===== src/rtl/cache_pkg.sv =====
// Shared widths, FSM encoding and address-field helpers for the direct-mapped
// write-through data cache controller.
package cache_pkg;
    localparam int ADDR_W  = 10;
    localparam int INDEX_W = 5;
    localparam int OFFS_W  = 2;
    localparam int TAG_W   = ADDR_W - INDEX_W - OFFS_W;
    localparam int CADDR_W = INDEX_W + OFFS_W;
    localparam int DATA_W  = 32;
    localparam int LINES   = 1 << INDEX_W;

    typedef enum logic [1:0] {
        IDLE   = 2'd0,
        REFILL = 2'd1,
        WMEM   = 2'd2
    } state_e;

    function automatic logic [TAG_W-1:0] addr_tag(input logic [ADDR_W-1:0] a);
        return a[ADDR_W-1 -: TAG_W];
    endfunction

    function automatic logic [INDEX_W-1:0] addr_index(input logic [ADDR_W-1:0] a);
        return a[OFFS_W +: INDEX_W];
    endfunction

    function automatic logic [CADDR_W-1:0] addr_caddr(input logic [ADDR_W-1:0] a);
        return a[CADDR_W-1:0];
    endfunction
endpackage


===== src/rtl/cache_ctrl_if.sv =====
// CPU, cache_data and main-memory signals of the cache controller.
interface cache_ctrl_if;
    import cache_pkg::*;

    logic                 cpu_rd;
    logic                 cpu_wr;
    logic [ADDR_W-1:0]    cpu_addr;
    logic [DATA_W-1:0]    cpu_wd;
    logic [DATA_W-1:0]    cpu_rdata;
    logic                 stall;
    logic                 c_we;
    logic [CADDR_W-1:0]   c_r_addrs;
    logic [CADDR_W-1:0]   c_w_addrs;
    logic [DATA_W-1:0]    c_wd;
    logic [DATA_W-1:0]    c_rd;
    logic                 mem_rd_req;
    logic                 mem_wr_req;
    logic [ADDR_W-1:0]    mem_addr;
    logic [DATA_W-1:0]    mem_wd;
    logic [DATA_W-1:0]    mem_rdata;
    logic                 mem_ready;

    modport master (
        input  cpu_rd, cpu_wr, cpu_addr, cpu_wd, c_rd, mem_rdata, mem_ready,
        output cpu_rdata, stall, c_we, c_r_addrs, c_w_addrs, c_wd,
               mem_rd_req, mem_wr_req, mem_addr, mem_wd
    );

    modport slave (
        output cpu_rd, cpu_wr, cpu_addr, cpu_wd, c_rd, mem_rdata, mem_ready,
        input  cpu_rdata, stall, c_we, c_r_addrs, c_w_addrs, c_wd,
               mem_rd_req, mem_wr_req, mem_addr, mem_wd
    );
endinterface


===== src/rtl/cache_tag_array.sv =====
// Per-line tag and valid storage: synchronous write, combinational read,
// all lines invalidated by reset.
module cache_tag_array
    import cache_pkg::*;
(
    input  logic               clk,
    input  logic               rst,
    input  logic               we_i,
    input  logic [INDEX_W-1:0] widx_i,
    input  logic [TAG_W-1:0]   wtag_i,
    input  logic [INDEX_W-1:0] ridx_i,
    output logic               valid_o,
    output logic [TAG_W-1:0]   tag_o
);
    logic [LINES-1:0]            valid_q;
    logic [LINES-1:0][TAG_W-1:0] tag_q;

    always_ff @(posedge clk) begin
        if (rst) begin
            valid_q <= '0;
            tag_q   <= '0;
        end else if (we_i) begin
            valid_q[widx_i] <= 1'b1;
            tag_q[widx_i]   <= wtag_i;
        end
    end

    assign valid_o = valid_q[ridx_i];
    assign tag_o   = tag_q[ridx_i];
endmodule


===== src/rtl/cache_ctrl.sv =====
// Direct-mapped, write-through, no-write-allocate, read-allocate cache
// controller with 4-word block refill.
module cache_ctrl
    import cache_pkg::*;
(
    input  logic         clk,
    input  logic         rst,
    cache_ctrl_if.master bus
);
    state_e              state_q, state_d;
    logic [OFFS_W-1:0]   cnt_q, cnt_d;
    logic [ADDR_W-1:0]   addr_q, addr_d;
    logic [DATA_W-1:0]   wdata_q, wdata_d;
    logic                wdone_q, wdone_d;

    logic                tag_we, line_valid, hit, wr_req, rd_req;
    logic [TAG_W-1:0]    line_tag;

    cache_tag_array u_tags (
        .clk     (clk),
        .rst     (rst),
        .we_i    (tag_we),
        .widx_i  (addr_index(addr_q)),
        .wtag_i  (addr_tag(addr_q)),
        .ridx_i  (addr_index(bus.cpu_addr)),
        .valid_o (line_valid),
        .tag_o   (line_tag)
    );

    assign hit    = line_valid && (line_tag == addr_tag(bus.cpu_addr));
    // The cycle after a memory write completes the CPU may still present the
    // same store; drop it so memory is not written twice.
    assign wr_req = bus.cpu_wr && !wdone_q;
    assign rd_req = bus.cpu_rd && !bus.cpu_wr;

    assign bus.c_r_addrs = addr_caddr(bus.cpu_addr);
    assign bus.cpu_rdata = bus.c_rd;

    always_comb begin
        state_d        = state_q;
        cnt_d          = cnt_q;
        addr_d         = addr_q;
        wdata_d        = wdata_q;
        wdone_d        = 1'b0;
        tag_we         = 1'b0;
        bus.stall      = 1'b0;
        bus.c_we       = 1'b0;
        bus.c_w_addrs  = '0;
        bus.c_wd       = '0;
        bus.mem_rd_req = 1'b0;
        bus.mem_wr_req = 1'b0;
        bus.mem_addr   = '0;
        bus.mem_wd     = '0;
        if (!rst) begin
            case (state_q)
                IDLE: begin
                    if (wr_req) begin
                        bus.stall = 1'b1;
                        addr_d    = bus.cpu_addr;
                        wdata_d   = bus.cpu_wd;
                        state_d   = WMEM;
                        if (hit) begin
                            bus.c_we      = 1'b1;
                            bus.c_w_addrs = addr_caddr(bus.cpu_addr);
                            bus.c_wd      = bus.cpu_wd;
                        end
                    end else if (rd_req && !hit) begin
                        bus.stall = 1'b1;
                        addr_d    = {bus.cpu_addr[ADDR_W-1:OFFS_W], {OFFS_W{1'b0}}};
                        state_d   = REFILL;
                    end
                end
                REFILL: begin
                    bus.stall      = 1'b1;
                    bus.mem_rd_req = 1'b1;
                    bus.mem_addr   = addr_q;
                    if (bus.mem_ready) begin
                        bus.c_we      = 1'b1;
                        bus.c_w_addrs = {addr_index(addr_q), cnt_q};
                        bus.c_wd      = bus.mem_rdata;
                        cnt_d         = cnt_q + 1'b1;
                        if (cnt_q == '1) begin
                            tag_we  = 1'b1;
                            cnt_d   = '0;
                            state_d = IDLE;
                        end
                    end
                end
                WMEM: begin
                    bus.stall      = 1'b1;
                    bus.mem_wr_req = 1'b1;
                    bus.mem_addr   = addr_q;
                    bus.mem_wd     = wdata_q;
                    if (bus.mem_ready) begin
                        wdone_d = 1'b1;
                        state_d = IDLE;
                    end
                end
                default: state_d = IDLE;
            endcase
        end
    end

    always_ff @(posedge clk) begin
        if (rst) begin
            state_q <= IDLE;
            cnt_q   <= '0;
            addr_q  <= '0;
            wdata_q <= '0;
            wdone_q <= 1'b0;
        end else begin
            state_q <= state_d;
            cnt_q   <= cnt_d;
            addr_q  <= addr_d;
            wdata_q <= wdata_d;
            wdone_q <= wdone_d;
        end
    end
endmodule


===== src/flat_wrapper.sv =====
// flat-port wrapper written by rule: the top's interface ports become plain ports
module cache_ctrl_flat import cache_pkg::*;
  (clk, rst, bus_cpu_rd, bus_cpu_wr, bus_cpu_addr, bus_cpu_wd, bus_c_rd, bus_mem_rdata, bus_mem_ready, bus_cpu_rdata, bus_stall, bus_c_we, bus_c_r_addrs, bus_c_w_addrs, bus_c_wd, bus_mem_rd_req, bus_mem_wr_req, bus_mem_addr, bus_mem_wd);
  cache_ctrl_if bus_i ();
  input  logic clk;
  input  logic rst;
  input wire logic [$bits(bus_i.cpu_rd)-1:0] bus_cpu_rd;
  input wire logic [$bits(bus_i.cpu_wr)-1:0] bus_cpu_wr;
  input wire logic [$bits(bus_i.cpu_addr)-1:0] bus_cpu_addr;
  input wire logic [$bits(bus_i.cpu_wd)-1:0] bus_cpu_wd;
  input wire logic [$bits(bus_i.c_rd)-1:0] bus_c_rd;
  input wire logic [$bits(bus_i.mem_rdata)-1:0] bus_mem_rdata;
  input wire logic [$bits(bus_i.mem_ready)-1:0] bus_mem_ready;
  output wire logic [$bits(bus_i.cpu_rdata)-1:0] bus_cpu_rdata;
  output wire logic [$bits(bus_i.stall)-1:0] bus_stall;
  output wire logic [$bits(bus_i.c_we)-1:0] bus_c_we;
  output wire logic [$bits(bus_i.c_r_addrs)-1:0] bus_c_r_addrs;
  output wire logic [$bits(bus_i.c_w_addrs)-1:0] bus_c_w_addrs;
  output wire logic [$bits(bus_i.c_wd)-1:0] bus_c_wd;
  output wire logic [$bits(bus_i.mem_rd_req)-1:0] bus_mem_rd_req;
  output wire logic [$bits(bus_i.mem_wr_req)-1:0] bus_mem_wr_req;
  output wire logic [$bits(bus_i.mem_addr)-1:0] bus_mem_addr;
  output wire logic [$bits(bus_i.mem_wd)-1:0] bus_mem_wd;
  assign bus_i.cpu_rd = bus_cpu_rd;
  assign bus_i.cpu_wr = bus_cpu_wr;
  assign bus_i.cpu_addr = bus_cpu_addr;
  assign bus_i.cpu_wd = bus_cpu_wd;
  assign bus_i.c_rd = bus_c_rd;
  assign bus_i.mem_rdata = bus_mem_rdata;
  assign bus_i.mem_ready = bus_mem_ready;
  assign bus_cpu_rdata = bus_i.cpu_rdata;
  assign bus_stall = bus_i.stall;
  assign bus_c_we = bus_i.c_we;
  assign bus_c_r_addrs = bus_i.c_r_addrs;
  assign bus_c_w_addrs = bus_i.c_w_addrs;
  assign bus_c_wd = bus_i.c_wd;
  assign bus_mem_rd_req = bus_i.mem_rd_req;
  assign bus_mem_wr_req = bus_i.mem_wr_req;
  assign bus_mem_addr = bus_i.mem_addr;
  assign bus_mem_wd = bus_i.mem_wd;
  cache_ctrl u_core (.clk(clk), .rst(rst), .bus(bus_i));
endmodule

===== config.mk =====
export PLATFORM = sky130hd
export DESIGN_NAME = cache_ctrl_flat
export DESIGN_NICKNAME = d
export VERILOG_FILES = /design/src/rtl/cache_pkg.sv /design/src/rtl/cache_ctrl_if.sv /design/src/rtl/cache_tag_array.sv /design/src/rtl/cache_ctrl.sv /design/src/flat_wrapper.sv
export SDC_FILE = /design/constraint.sdc
export NUM_CORES = 1
export LEC_CHECK = 0
export ABC_AREA = 1
export CAP_MARGIN = 20
export CORE_MARGIN = 2
export CORE_UTILIZATION = 45
export CTS_BUF_LIST = sky130_fd_sc_hd__clkbuf_2
export DETAILED_ROUTE_END_ITERATION = 8
export PLACE_DENSITY = 0.88
export SLEW_MARGIN = 10
export SYNTH_ARGS = -nofsm -noshare
export SYNTH_HDL_FRONTEND = slang
export SYNTH_SLANG_ARGS = --single-unit
export TNS_END_PERCENT = 30

===== constraint.sdc =====
create_clock -name clk -period 6.1 [get_ports clk]
set_input_delay 0.915 -clock clk [delete_from_list [all_inputs] [get_ports clk]]
set_output_delay 0.915 -clock clk [all_outputs]
set_load 0.01 [all_outputs]

# Word level (Yosys, flattened, before mapping)
# Cells that the tools add are included.
[op_classes] n_addsub=1 magnitude_cmp=3 n_eq_ne=8 mux=49 n_bitwise=2 reduce_logical=16
[ops] op="$mux 32" count=6
[ops] op="$bwmux 96" count=1
[ops] op="$pmux 32 s2" count=1
[ops] op="$mux 10" count=4
[ops] op="$or 32x32->32" count=1
[ops] op="$mux 7" count=4
[ops] op="$mux 1" count=17
[ops] op="$bmux 3 s5" count=1
[ops] op="$demux 3 s5" count=1
[ops] op="$pmux 7 s2" count=1
[ops] op="$lt 5x6->1 const B" count=2
[ops] op="$mux 2" count=6
[ops] op="$mux 3" count=2
[ops] op="$pmux 2 s3" count=1
[ops] op="$reduce_and 2->1" count=3
[ops] op="$bmux 1 s5" count=1
[ops] op="$demux 1 s5" count=1
[ops] op="$ge 5x1->1 const B" count=1
[ops] op="$logic_and 1x1->1" count=5
[ops] op="$eq 2x2->1 const B" count=2
[ops] op="$ne 2x2->1 const B" count=2
[ops] op="$pmux 1 s2" count=2
[ops] op="$reduce_and 4->1" count=1
[ops] op="$reduce_or 2->1" count=2
[ops] op="other kinds (9)" count=11
[totals] reg_bits=175 in_bits=111 out_inout_bits=124

# Depth between registers and ports, before layout
[logic_depth] word_depth=10 mapped_depth=18 depth_no_buf=16

# Modules after synthesis
# A second synthesis with hierarchy kept.
[hier_totals] hier_cells=1421 area_unflattened_um2=9014.9
[modules_own_cells] mod="cache_tag_array" n_inst=1 cells_each=889 area_each_um2=5765.5 seq_area_each_um2=2562.5
[modules_own_cells] mod="cache_ctrl" n_inst=1 cells_each=532 area_each_um2=3249.4 seq_area_each_um2=940.9

# Worst setup path after synthesis
# OpenSTA, ideal clock, no wires.
[synth_path] kind="input-to-output" startpoint="input port bus_cpu_addr[4]" endpoint="output port bus_c_wd[10]" t_arrival_ns=2.518 path_slack_ns=2.667 path_stages=16 path_cell_list="buf_2 -> inv_1 -> buf_2 -> nand3_1 -> nand2_1 -> nand2_1 -> nand3_1 -> nand2_1 -> nand2_1 -> nand2_1 -> nor2_1 -> nand2_2 -> inv_2 -> buf_4 -> nand3_1 -> a21oi_1"
[synth_via] elab_chain_cells=8
[synth_lines] item="start, declared" line_no="flat_wrapper.sv:9" text="input wire logic [$bits(bus_i.cpu_addr)-1:0] bus_cpu_addr;"
[synth_lines] item="$bmux 3 s5" line_no="cache_tag_array.sv:29" text="assign tag_o = tag_q[ridx_i];"
[synth_lines] item="$mux 3 (implied by the code)" line_no="cache_tag_array.sv:29"
[synth_lines] item="$eq 3x3->1" line_no="cache_ctrl.sv:30" text="assign hit = line_valid && (line_tag == addr_tag(bus.cpu_addr));"
[synth_lines] item="$logic_and 1x1->1 (*)" line_no="cache_ctrl.sv:30"
[synth_lines] item="$mux 32 (*)" line_no="cache_ctrl.sv:62" text="if (hit) begin"
[synth_lines] item="$mux 32 (*)" line_no="cache_ctrl.sv:57" text="if (wr_req) begin"
[synth_lines] item="$pmux 32 s2 (*)" line_no="cache_ctrl.sv:55" text="case (state_q)"
[synth_lines] item="$mux 32 (*)" line_no="cache_ctrl.sv:54" text="if (!rst) begin"
[synth_lines] item="end, declared" line_no="flat_wrapper.sv:19" text="output wire logic [$bits(bus_i.c_wd)-1:0] bus_c_wd;"
# Every way passes the cells marked *; elsewhere a longest branch is shown, timed or not. The select of a mux whose other input is x is not followed.

# Final worst setup path
[layout_path] startpoint="input port bus_cpu_addr[2]" endpoint="output port bus_c_wd[25]"
# The elaborated chain is that of the path after synthesis.

==> out/results.ini <==
[sta]
period_share_pct = 84.0
finalSetupViolations = 0
max_slew_margin_pct = 27.1
tns_ns = 0
worstMarginPinSlew_ns = 1.09
period_needed_ns = 5.12
drv_slew = 0
skew_ns = 0.0510
hold_slack_ns = 0.464
hold_violations = 0
rsz0062_at_grt = false
max_freq_mhz = 195

[drt]
avgViaCountPerCell = 5.53
wl_met3_um = 2240
drc = 0
m1WireLength_um = 10500
antenna_left = 0
drt_first_iter_violations = 1114
topRoutingLayerUsed = met4
wire_per_inst_um = 15.8
via_count = 8971
postRouteWirelength_um = 25600
drtPass1Iterations = 6
dr_wl_met2_um = 12100

[logic_synthesis]
postSynthAreaPerCell_um2 = 6.60
synth-seq-cells = 175
synth.most_common_cell = nand2_1
syn-num-nets = 1413
netlist_top_cells_count = nand2_1, a21oi_1, dfxtp_1
synth_ff_type = dfxtp_1
synth_edf_count = 0
synthTopCellsByArea = dfxtp_1, nand2_1, a21oi_1
synthArstFlopShare_pct = 0
ys_seq_area_share_pct = 40.9
netlist_area_um2 = 8560
yosys_warnings = 0
synth_top_area_share_pct = 40.9
synthCells = 1297
netlist.top_cell.by_area = dfxtp_1
yosysUniqueCellTypes = 22

[placed_design]
io_buffers = 170
dpl_cell_area_um2 = 9970
hpwl_um = 17000
globalplace.congestion = 0.892

[critical_path]
cp-end-kind = output pin
arrival_ns = 4.21
critPathMaxFanout = 33
start_kind = input port
crit_type = input port to output pin
cp.required_ns = 5.18

[clock_network]
root_buffer = clkbuf_2
cts_buffers = 17
cts_tree = built
cts_buffer_depth = 2
postCtsHoldBufs = 0
cts_resized = 0
cts_setup_buffers = 0
clock_sinks = 175
cts_htree_levels = 4
clock_latency_ns = 0.78
path_clk_slew_ns = 0.21

[layout]
drive_above_1_share_pct = 3.75
seq_area_um2 = 3500
nets = 1490
multi_input_area_um2 = 4160
fill_cells = 1733
stdcell_area_um2 = 10200
area_growth_pct = 19.4

[grt]
grt_max_degree = 105
grt_pass1_wl_um = 40900
overflow = 0
grt_antenna_before_repair = 1
grt_use_total_pct = 24.9
grt_pass1_vias = 8273

[run_status]
outcome = finished, final reports clean

[die]
rows = 50
dieArea_um2 = 20100
dieWidth_um = 142
fp.dieH_um = 142
core-area_um2 = 18700
ios = 235
start_util_pct = 45.8

[power]
vdd_drop_max_v = 0.000101
power.leakage_nw = 3.77
p_per_area_nw_per_um2 = 211

[flow_run]
drv_cap = 0

[hold_path]
hold_path.class = flip-flop to flip-flop

[worst max-delay path: stages]
cell             delay, ns
buf_2                 0.11
inv_2                 0.46
buf_4                 0.36
nand2_1               0.10
nand3_1               0.08
nand3_1               0.07
nand2_1               0.08
nand2_1               0.05
nand3_1               0.15
nand2_1               0.08
nand2_1               0.06
nand2_1               0.05
nor2_1                0.11
nand2_2               0.13
inv_2                 0.43
nand3_1               0.16
a21oi_1               0.19
clkdlybuf4s50_1       0.60
[state kept, by name (all words and copies together) (netlist names)]
| signal | cells |
|---|---|
| u_core.u_tags.valid_q | 32 |
| u_core.u_tags.tag_q | 96 |
| u_core.wdata_q | 32 |
| u_core.addr_q | 10 |
| u_core.state_q | 2 |
| u_core.cnt_q | 2 |
| u_core.wdone_q | 1 |
[final timing paths]
check	cells after the start	start	end	slack (ns)
hold / removal	2	u_core.u_tags.tag_q[80]	u_core.u_tags.tag_q[80]	0.46
setup reg to reg	10	u_core.state_q[1]	u_core.u_tags.tag_q[63]	3.59
hold reg to reg	2	u_core.u_tags.tag_q[80]	u_core.u_tags.tag_q[80]	0.46
setup / recovery	18	bus_cpu_addr[2]	bus_c_wd[25]	0.98
[metal layers]
layer	global-route usage (%)	up-vias
li1	-	4356
met2	39.5	421
met4	10.4	0
met1	32.7	4124
met5	0	-
met3	5.94	70
[cells by family (layout without fill, tap and decap cells)]
| group | count (synthesis) | after routing | synth area share, % |
|---|---|---|---|
| AO/OA/AOI/OAI | 286 | 286 | 16.8 |
| flip-flops | 175 | 175 | 40.9 |
| AND/OR/NAND/NOR | 643 | 643 | 31.0 |
| other | 0 | 1 | 0 |
| buffers and inverters | 188 | 278 | 10.6 |
| adder cells (fa/ha/maj) | 5 | 5 | 0.731 |
[where the power goes]
group / internal, mW / leakage [nW] / switching, mW / total (mW)
registers: 1.17 / 1.42 / 0.0221 / 1.20
clock network: 0.184 / 0.134 / 0.392 / 0.576
logic: 0.139 / 2.22 / 0.249 / 0.388
total: 1.50 / 3.77 / 0.663 / 2.16
[metrics by stage]
stage	power, mW	cells	setup slack [ns]	util (%)
after floorplan	1.46	1297	2.67	-
after global placement	1.59	1588	1.11	53.3
after detailed placement	1.59	1588	1.05	53.3
after CTS	2.16	1620	1.04	54.5
after global routing	2.25	1622	0.672	54.6
final	2.16	1622	0.975	54.6
[layout by cell type (no fill, tap or decap), types with 3 or more instances in the layout]
master           instances
nor2_1                 137
dfxtp_1                175
nor3_1                  19
buf_4                   13
clkinv_1                 5
nand2_1                331
clkdlybuf4s50_1        168
ha_1                     5
inv_1                   57
clkbuf_2                19
a21oi_1                182
inv_2                    5
o21ai_0                102
nand3_1                150
clkinv_2                 3
[layout make-up]
type / instances / area share (%)
Tap cell: 234 / 2.86
Clock buffer: 19 / 0.930
Inverter: 63 / 2.31
Timing Repair Buffer: 183 / 17.7
Antenna cell: 1 / 0.0245
Multi-Input combinational cell: 934 / 40.7
Clock inverter: 13 / 1.20
Sequential cell: 175 / 34.3
Note: power is estimated with default switching activity, not from simulation.
